## config.mk

```make
export PLATFORM = sky130hd
export DESIGN_NAME = exhaustive_vector_sweeper
export DESIGN_NICKNAME = d
export VERILOG_FILES = /design/src/rtl/exhaustive_vector_sweeper.sv
export SDC_FILE = /design/constraint.sdc
export NUM_CORES = 1
export LEC_CHECK = 0
export BUFFER_PORTS_ARGS = -buffer_cell sky130_fd_sc_hd__buf_2
export CAP_MARGIN = 30
export CORE_MARGIN = 3
export CORE_UTILIZATION = 50
export CTS_BUF_LIST = sky130_fd_sc_hd__clkbuf_8
export DETAILED_ROUTE_END_ITERATION = 7
export PLACE_DENSITY_LB_ADDON = 0.12
export RECOVER_POWER = 25
export SKIP_CTS_REPAIR_TIMING = 1
export SLEW_MARGIN = 10
export SYNTH_ARGS = -nofsm -noshare
export SYNTH_HDL_FRONTEND = slang
export SYNTH_SLANG_ARGS = --single-unit
```

## constraint.sdc

```tcl
create_clock -name clk -period 1.69 [get_ports clk]
set_input_delay 0.2535 -clock clk [delete_from_list [all_inputs] [get_ports clk]]
set_output_delay 0.2535 -clock clk [all_outputs]
set_load 0.05 [all_outputs]
```

## src/rtl/exhaustive_vector_sweeper.sv

```systemverilog
// -----------------------------------------------------------------------------
// exhaustive_vector_sweeper
//
// Purpose:
//   Drives an N-bit stimulus vector through all 2^N combinations, holding each
//   one for DWELL clock cycles. On the last cycle of each dwell, the single-bit
//   response of a combinational DUT is captured into a truth-table register,
//   and a running count of ones is updated. A start/busy/done handshake
//   controls the sweep. The sweep can be frozen with pause.
//
// Parameters:
//   N      vector width, 1..8
//   DWELL  cycles each vector is held, >= 1
//
// Ports:
//   clk          rising-edge clock
//   rst          synchronous, active-high reset; overrides every other input
//   start        begins or restarts a sweep (honoured in IDLE and DONE)
//   pause        freezes the sweep while in RUN
//   dut_out      DUT response to vec
//   vec          stimulus vector to the DUT
//   vec_valid    vec is being actively swept (RUN)
//   busy         sweep in progress (RUN)
//   done         sweep finished (level, held until the next start)
//   truth_table  bit k = dut_out captured while vec == k
//   ones_cnt     number of ones in truth_table
//
// Configuration:
//   GRAY_ORDER_EN  when defined, vectors are visited in reflected Gray order,
//                  so that one input toggles per step. truth_table is still
//                  indexed by the binary value of vec.
// -----------------------------------------------------------------------------
module exhaustive_vector_sweeper #(
  parameter int N     = 4,
  parameter int DWELL = 10
) (
  input  logic              clk,
  input  logic              rst,
  input  logic              start,
  input  logic              pause,
  input  logic              dut_out,
  output logic [N-1:0]      vec,
  output logic              vec_valid,
  output logic              busy,
  output logic              done,
  output logic [(1<<N)-1:0] truth_table,
  output logic [N:0]        ones_cnt
);

  localparam int DW = (DWELL > 1) ? $clog2(DWELL) : 1;
  localparam logic [DW-1:0] DCNT_MAX = DW'(DWELL - 1);
  localparam logic [N-1:0]  IDX_MAX  = '1;

  typedef enum logic [1:0] {
    S_IDLE,
    S_RUN,
    S_DONE
  } state_t;

  state_t             state_q, state_d;
  logic [N-1:0]       idx_q, idx_d;
  logic [DW-1:0]      dcnt_q, dcnt_d;
  logic [N-1:0]       vec_q, vec_d;
  logic [(1<<N)-1:0]  tt_q, tt_d;
  logic [N:0]         ones_q, ones_d;

  // Sweep order. The truth table is always indexed by the vector value itself,
  // so the final results do not depend on the order.
  function automatic logic [N-1:0] map_idx(input logic [N-1:0] i);
`ifdef GRAY_ORDER_EN
    return i ^ (i >> 1);
`else
    return i;
`endif
  endfunction

  // NOTE: sequential state uses non-blocking assignments so every register
  // samples the pre-edge values of the others, regardless of statement order.
  always_ff @(posedge clk) begin
    if (rst) begin
      // NOTE: the truth table is a plain register, not a RAM, so it can be
      // cleared by reset along with the rest of the state.
      state_q <= S_IDLE;
      idx_q   <= '0;
      dcnt_q  <= '0;
      vec_q   <= '0;
      tt_q    <= '0;
      ones_q  <= '0;
    end else begin
      state_q <= state_d;
      idx_q   <= idx_d;
      dcnt_q  <= dcnt_d;
      vec_q   <= vec_d;
      tt_q    <= tt_d;
      ones_q  <= ones_d;
    end
  end

  always_comb begin
    // NOTE: every output of this block gets a hold value first. This ensures
    // that any branch that leaves one unassigned cannot infer a latch.
    state_d = state_q;
    idx_d   = idx_q;
    dcnt_d  = dcnt_q;
    vec_d   = vec_q;
    tt_d    = tt_q;
    ones_d  = ones_q;

    unique case (state_q)
      S_IDLE, S_DONE: begin
        if (start) begin
          state_d = S_RUN;
          idx_d   = '0;
          dcnt_d  = '0;
          vec_d   = map_idx('0);
          tt_d    = '0;
          ones_d  = '0;
        end
      end

      S_RUN: begin
        // While paused, nothing moves, and no capture happens, even on the
        // last cycle of a dwell.
        if (!pause) begin
          if (dcnt_q == DCNT_MAX) begin
            dcnt_d      = '0;
            tt_d[vec_q] = dut_out;
            ones_d      = ones_q + (N+1)'(dut_out);
            if (idx_q == IDX_MAX) begin
              state_d = S_DONE;
            end else begin
              idx_d = idx_q + N'(1);
              vec_d = map_idx(idx_q + N'(1));
            end
          end else begin
            dcnt_d = dcnt_q + DW'(1);
          end
        end
      end

      default: state_d = S_IDLE;
    endcase
  end

  assign vec         = vec_q;
  assign truth_table = tt_q;
  assign ones_cnt    = ones_q;
  assign busy        = (state_q == S_RUN);
  assign vec_valid   = (state_q == S_RUN);
  assign done        = (state_q == S_DONE);

endmodule
```

==> impl_metrics.yaml, run 1 <==
run_status:
  outcome: "complete, but fails checks"
  violations: "negative setup slack"
critical_path:
  arrival_ns: 1.94
  r2r_end: "dcnt_q[3]$_SDFFE_PP0P_"
  critPathLaunchType: "flip-flop"
  r2r_cells: 6
  criticalPathCategory: "reg2reg"
  required_ns: 1.90
  r2r_slack_ns: -0.03
  regToRegStartpoint: "dcnt_q[1]$_SDFFE_PP0P_"
  crit_start: "dcnt_q[1]$_SDFFE_PP0P_"
  endpoint: "dcnt_q[3]$_SDFFE_PP0P_"
  cp-end-kind: "flip-flop"
  crit_path_max_fanout: 3
sta:
  max_freq_mhz: 580.5
  finalCritPeriodShare_pct: 101.9
  max_slew_margin_pct: 60.06
  timing.final.crit_period_ns: 1.723
  rsz0062_at_grt: "yes"
  setup_viol_count_final: 2
  skew_ns: 0.007613
  worst_pin_slew_ns: 0.6016
  finalWorstSetupSlack_ns: -0.03278
  drv_slew: 0
  hold_violations: 0
  fin_setup_tns_ns: -0.05040
synthesis:
  syn_nets: 207
  ys_ff_latch: 31
  postSynthAreaPerCell_um2: 8.088
  postSynthCellCount: 194
  ys_types: 37
  ys_warn_count: 0
  netlist_area_um2: 1569
  yosysSeqAreaShare_pct: 39.55
grt:
  grt_pass1_wl_um: 6520
  grt_max_degree: 32
  grt_pass1_vias: 1463
  grt.overflow.total: 0
  grt_usage_pct: 22.58
  antenna_found_initial: 0
layout:
  final_common_cell: "o21ai_0"
  nets: 258
  fin_util_pct: 71.64
  n_antenna_cell: 0
  nFillCells: 250
  final_cell_mix: "32 x o21ai_0, 26 x dfxtp_1, 20 x a21oi_1, 20 x buf_2, 19 x buf_4"
  post_route_cells_drive_above_1_share_pct: 25.31
  areaGrowthSynthToFinish_pct: 31.34
cts:
  cts.reportedPaths.clkPinSlew_ns: 0.07
  clk-insertion-delay-late_ns: 0.28
  cts_tree: "done"
  cts.path.max_buffers: 2
  root_buffer: "clkbuf_8"
  cts_max_level: 2
  numCtsBuffers: 5
  clkSinkCount: 31
die:
  die_w_um: 62.02
  die_h_um: 62.02
  core_um2: 2877
  initial_core_util_pct: 54.55
  io_pins: 33
  row_count: 19
  dieArea_um2: 3846
drt:
  drt-pass1-iter-count: 4
  vias: 1638
  wl_per_cell_um: 14.68
  finalWirelength_um: 4212
  via_per_inst: 5.707
  drcViolationCount: 0
  postRouteAntennaNets: 0
  drt_iter0_drc: 121
placed_design:
  hpwl_um: 2750
  routabilityCongestion: 0.8644
  place_ws_ns: -0.02157
  port_buffers: 32
power_and_ir_drop:
  powerDensity_nw_per_um2: 789.6
  p_leak_uw: 0.0008454
  peakVddDrop_mv: 0.6289
worst_hold_path:
  hold_path_class: "in2reg"
  worstHoldStart: "start"
flow_run:
  maxCapViolCount: 0
kinds of logic (layout without fill, tap and decap cells):
group | count (synthesis) | after routing | share of synthesized area [%]
adders and majority gates | 8 | 8 | 6.380
buffers and inverters | 15 | 66 | 3.907
and+or+nand+nor | 69 | 69 | 24.40
AOI/OAI and AO/OA | 71 | 71 | 25.76
DFF | 31 | 31 | 39.55
per-stage QoR:
step	instance area, µm²	hold WS (ns)	power [µW]	instances
2_1_floorplan	1590	0.4403	873.9	194
3_3_place_gp	1866	0.4674	923.9	273
3_5_place_dp	1866	0.4840	926.8	273
4_1_cts	1968	0.3128	1614	280
5_1_grt	2061	0.3385	1700	287
6_report	2061	0.3145	1627	287
how the worst min path moves through the flow:
stage,cells after the start,slack [ns],to
floorplan,3,0.44,truth_table[13]$_SDFFE_PP0P_
global placement,1,0.47,ones_cnt[4]$_SDFFE_PP0P_
detailed placement,2,0.48,truth_table[7]$_SDFFE_PP0P_
CTS,4,0.31,state_q[1]$_SDFFE_PP0P_
global route,4,0.34,state_q[1]$_SDFFE_PP0P_
finish,4,0.31,state_q[1]$_SDFFE_PP0P_
worst max-delay path: stages (launching register included):
cell	delay, ns
dfxtp_2	0.33
inv_2	0.04
ha_4	0.14
and3b_1	0.20
or4_4	0.45
or3_4	0.39
a21oi_2	0.11
layout make-up:
cell class / instances / area, µm² / area share [%]
Clock inverter: 2 / 33.78 / 1.639
Multi-Input combinational cell: 148 / 950.9 / 46.14
Tap cell: 42 / 52.55 / 2.550
Timing Repair Buffer: 52 / 299.0 / 14.51
Clock buffer: 5 / 68.82 / 3.339
Sequential cell: 31 / 626.9 / 30.42
Inverter: 7 / 28.78 / 1.396
sequential cells by signal (all words and copies together) (netlist names):
name	count
dcnt_q	4
state_q	2
ones_cnt	5
truth_table	16
vec	4
synthesized netlist by cell type:
cell type  count  area share, %
buf_4          1           0.48
dfxtp_1       31             40
a21oi_1       21            6.7
nand2_1       11            2.6
o21ai_0       34             11
a2bb2oi_1      1           0.56
or3_1          1           0.40
and3b_1        2            1.1
and2_1         3            1.2
ha_1           8            6.4
o21a_1         1           0.48
clkbuf_1       5            1.2
and2b_1        1           0.48
and3_1         2           0.80
nand4b_1       1           0.56
a22oi_1        4            1.9
nand2b_1       1           0.40
inv_1          6            1.4
a211oi_1       2           0.96
o32ai_1        1           0.56
nor2b_1       17            6.8
or2b_1         1           0.48
a41oi_1        3            1.7
or4_4          1           0.72
nand3_1        6            1.9
a22o_1         1           0.56
buf_2          1           0.32
nand3b_1       1           0.48
a311oi_1       2            1.1
clkinv_1       1           0.24
nor3_1         5            1.6
a31oi_1        1           0.40
buf_1          1           0.24
nor3b_1        1           0.48
nor4_1         1           0.40
nor2_1        12            2.9
or3b_1         2            1.1
power by group:
group	internal [µW]	switching, µW
combinational	67.4	123
clock	425	266
sequential	738	7.38
total	1230	397
routing by layer:
metal	share of wire [%]	routed length, µm	track usage [%]	up-vias
li1	-	-	-	796
met2	46	1946	34.91	69
met1	44	1844	29.75	761
met5	0	0	0	-
met3	7.8	329	7.025	12
met4	2.2	92	7.576	0
Note: power is estimated with default switching activity, not from simulation.
==> run 2, diff against run 1 <==
CORE_UTILIZATION = 29   (was 50)
CTS_CLUSTER_SIZE = 25   (was not set)
==> run 2 against run 1 <==
  * The run now ends clean
  * Sequential power about the same
  * Power down 3.4%
  * Clock power decreased by 13%
  * Global-route usage down 8.1 points
  * Critical endpoint is now ones_cnt[0]$_SDFFE_PP0P_
  * Largest power group unchanged
==> impl_metrics.yaml, run 2 (synthesis gave the netlist of run 1 again) <==
drt:
  via_per_inst: 4.965
  drt_iter0_drc: 47
  wl_per_cell_um: 14.16
  postRouteAntennaNets: 0
  drcViolationCount: 0
  finalWirelength_um: 4460
  vias: 1564
  drt-pass1-iter-count: 4
run_status:
  outcome: "finished, final reports clean"
critical_path:
  r2r_slack_ns: 0.03
  crit_path_max_fanout: 6
  critPathLaunchType: "flip-flop"
  cp-end-kind: "flip-flop"
  arrival_ns: 1.82
  crit_start: "dcnt_q[1]$_SDFFE_PP0P_"
  regToRegStartpoint: "dcnt_q[1]$_SDFFE_PP0P_"
  criticalPathCategory: "reg2reg"
  required_ns: 1.85
  r2r_cells: 8
  r2r_end: "ones_cnt[0]$_SDFFE_PP0P_"
sta:
  finalWorstSetupSlack_ns: 0.02958
  setup_viol_count_final: 0
  drv_slew: 0
  timing.final.crit_period_ns: 1.660
  hold_violations: 0
  skew_ns: 0.003867
  fin_setup_tns_ns: 0
  hold-worst-slack_ns: 0.3152
  rsz0062_at_grt: "yes"
  finalCritPeriodShare_pct: 98.25
  worst_pin_slew_ns: 0.6021
  max_freq_mhz: 602.3
  max_slew_margin_pct: 60.03
power_and_ir_drop:
  peakVddDrop_mv: 0.3206
  p_clk_share_pct: 38.1
  swShare_pct: 27.23
  p_int_uw: 1144
  p_leak_uw: 0.0008743
  seqPwrFrac_pct: 47.3
  comb_power_share_pct: 14.6
  p_sw_uw: 428.2
  powerDensity_nw_per_um2: 715.2
layout:
  post_route_cells_drive_above_1_share_pct: 33.88
  nets: 258
  final_common_cell: "dfxtp_1"
  largest_register_ffs: 16
  fin_util_pct: 42.50
  final_cell_mix: "26 x dfxtp_1, 21 x buf_2, 20 x a21oi_1, 20 x o21ai_1, 17 x nor2b_1"
  areaGrowthSynthToFinish_pct: 40.11
  n_antenna_cell: 0
grt:
  grt_max_degree: 32
  grt_pass1_wl_um: 7286
  antenna_found_initial: 0
  grt_pass1_vias: 1512
  grt_usage_pct: 14.53
  grt.overflow.total: 0
cts:
  clk-insertion-delay-late_ns: 0.28
  numCtsBuffers: 5
  clkSinkCount: 31
  cts_tree: "done"
  cts.reportedPaths.clkPinSlew_ns: 0.07
  cts.path.max_buffers: 2
  cts_max_level: 2
  root_buffer: "clkbuf_8"
die:
  io_pins: 33
  core_um2: 5172
  dieArea_um2: 6329
  die_h_um: 79.56
  die_w_um: 79.56
  row_count: 26
  initial_core_util_pct: 30.33
placed_design:
  port_buffers: 32
  hpwl_um: 3064
  routabilityCongestion: 0.7904
  place_ws_ns: -0.01362
worst_hold_path:
  hold_path_class: "in2reg"
  worstHoldStart: "start"
  hold_depth: 4
  hold_end: "state_q[1]$_SDFFE_PP0P_"
flow_run:
  maxCapViolCount: 0
-- run 2: cell type report --
cell class | instances | area, µm²
clock buffers | 6 | 82.58
clock inverters | 1 | 5.005
fillers | 540 | 2974
inverters | 7 | 27.53
multi-input cells | 148 | 1022
flip-flops and latches | 31 | 629.4
well taps | 70 | 87.58
repair buffers | 52 | 344.1
-- run 2: metrics by stage --
step / instances / total power [µW] / area [µm²]
floorplan: 194 / 873.9 / 1590
global placement: 302 / 934.5 / 1908
detailed placement: 302 / 933.4 / 1908
CTS: 309 / 1531 / 1996
global route: 315 / 1648 / 2198
finish: 315 / 1572 / 2198
-- run 2: worst max-delay path by stage --
stage	depth (start not counted)	end
after floorplan	6	dcnt_q[2]$_SDFFE_PP0P_
after global placement	6	dcnt_q[2]$_SDFFE_PP0P_
after detailed placement	6	dcnt_q[2]$_SDFFE_PP0P_
after CTS	4	busy
after global routing	8	ones_cnt[0]$_SDFFE_PP0P_
final	8	ones_cnt[0]$_SDFFE_PP0P_
-- run 2: power groups by stage --
stage	combinational, µW	clock, µW	sequential, µW
5_1_grt	250	653	744
6_report	230	598	744
3_3_place_gp	175	0	759
2_1_floorplan	106	0	768
3_5_place_dp	174	0	759
4_1_cts	174	614	743
-- run 2: worst max-delay path, stage by stage, from the launching register on --
cell      delay [ns]
dfxtp_2         0.32
inv_2           0.05
ha_4            0.11
nand3b_1        0.19
buf_4           0.21
a22o_4          0.28
buf_6           0.15
a22oi_2         0.17
nor2_1          0.05
-- run 2: routing by layer --
metal | up-vias | global-route usage, % | part of all wire, % | wire, µm
li1 | 798 | - | - | -
met1 | 737 | 18.33 | 47 | 2116
met2 | 23 | 24.12 | 48 | 2120
met3 | 6 | 3.160 | 3.9 | 174
met4 | 0 | 5.326 | 1.1 | 48
met5 | - | 0 | 0 | 0
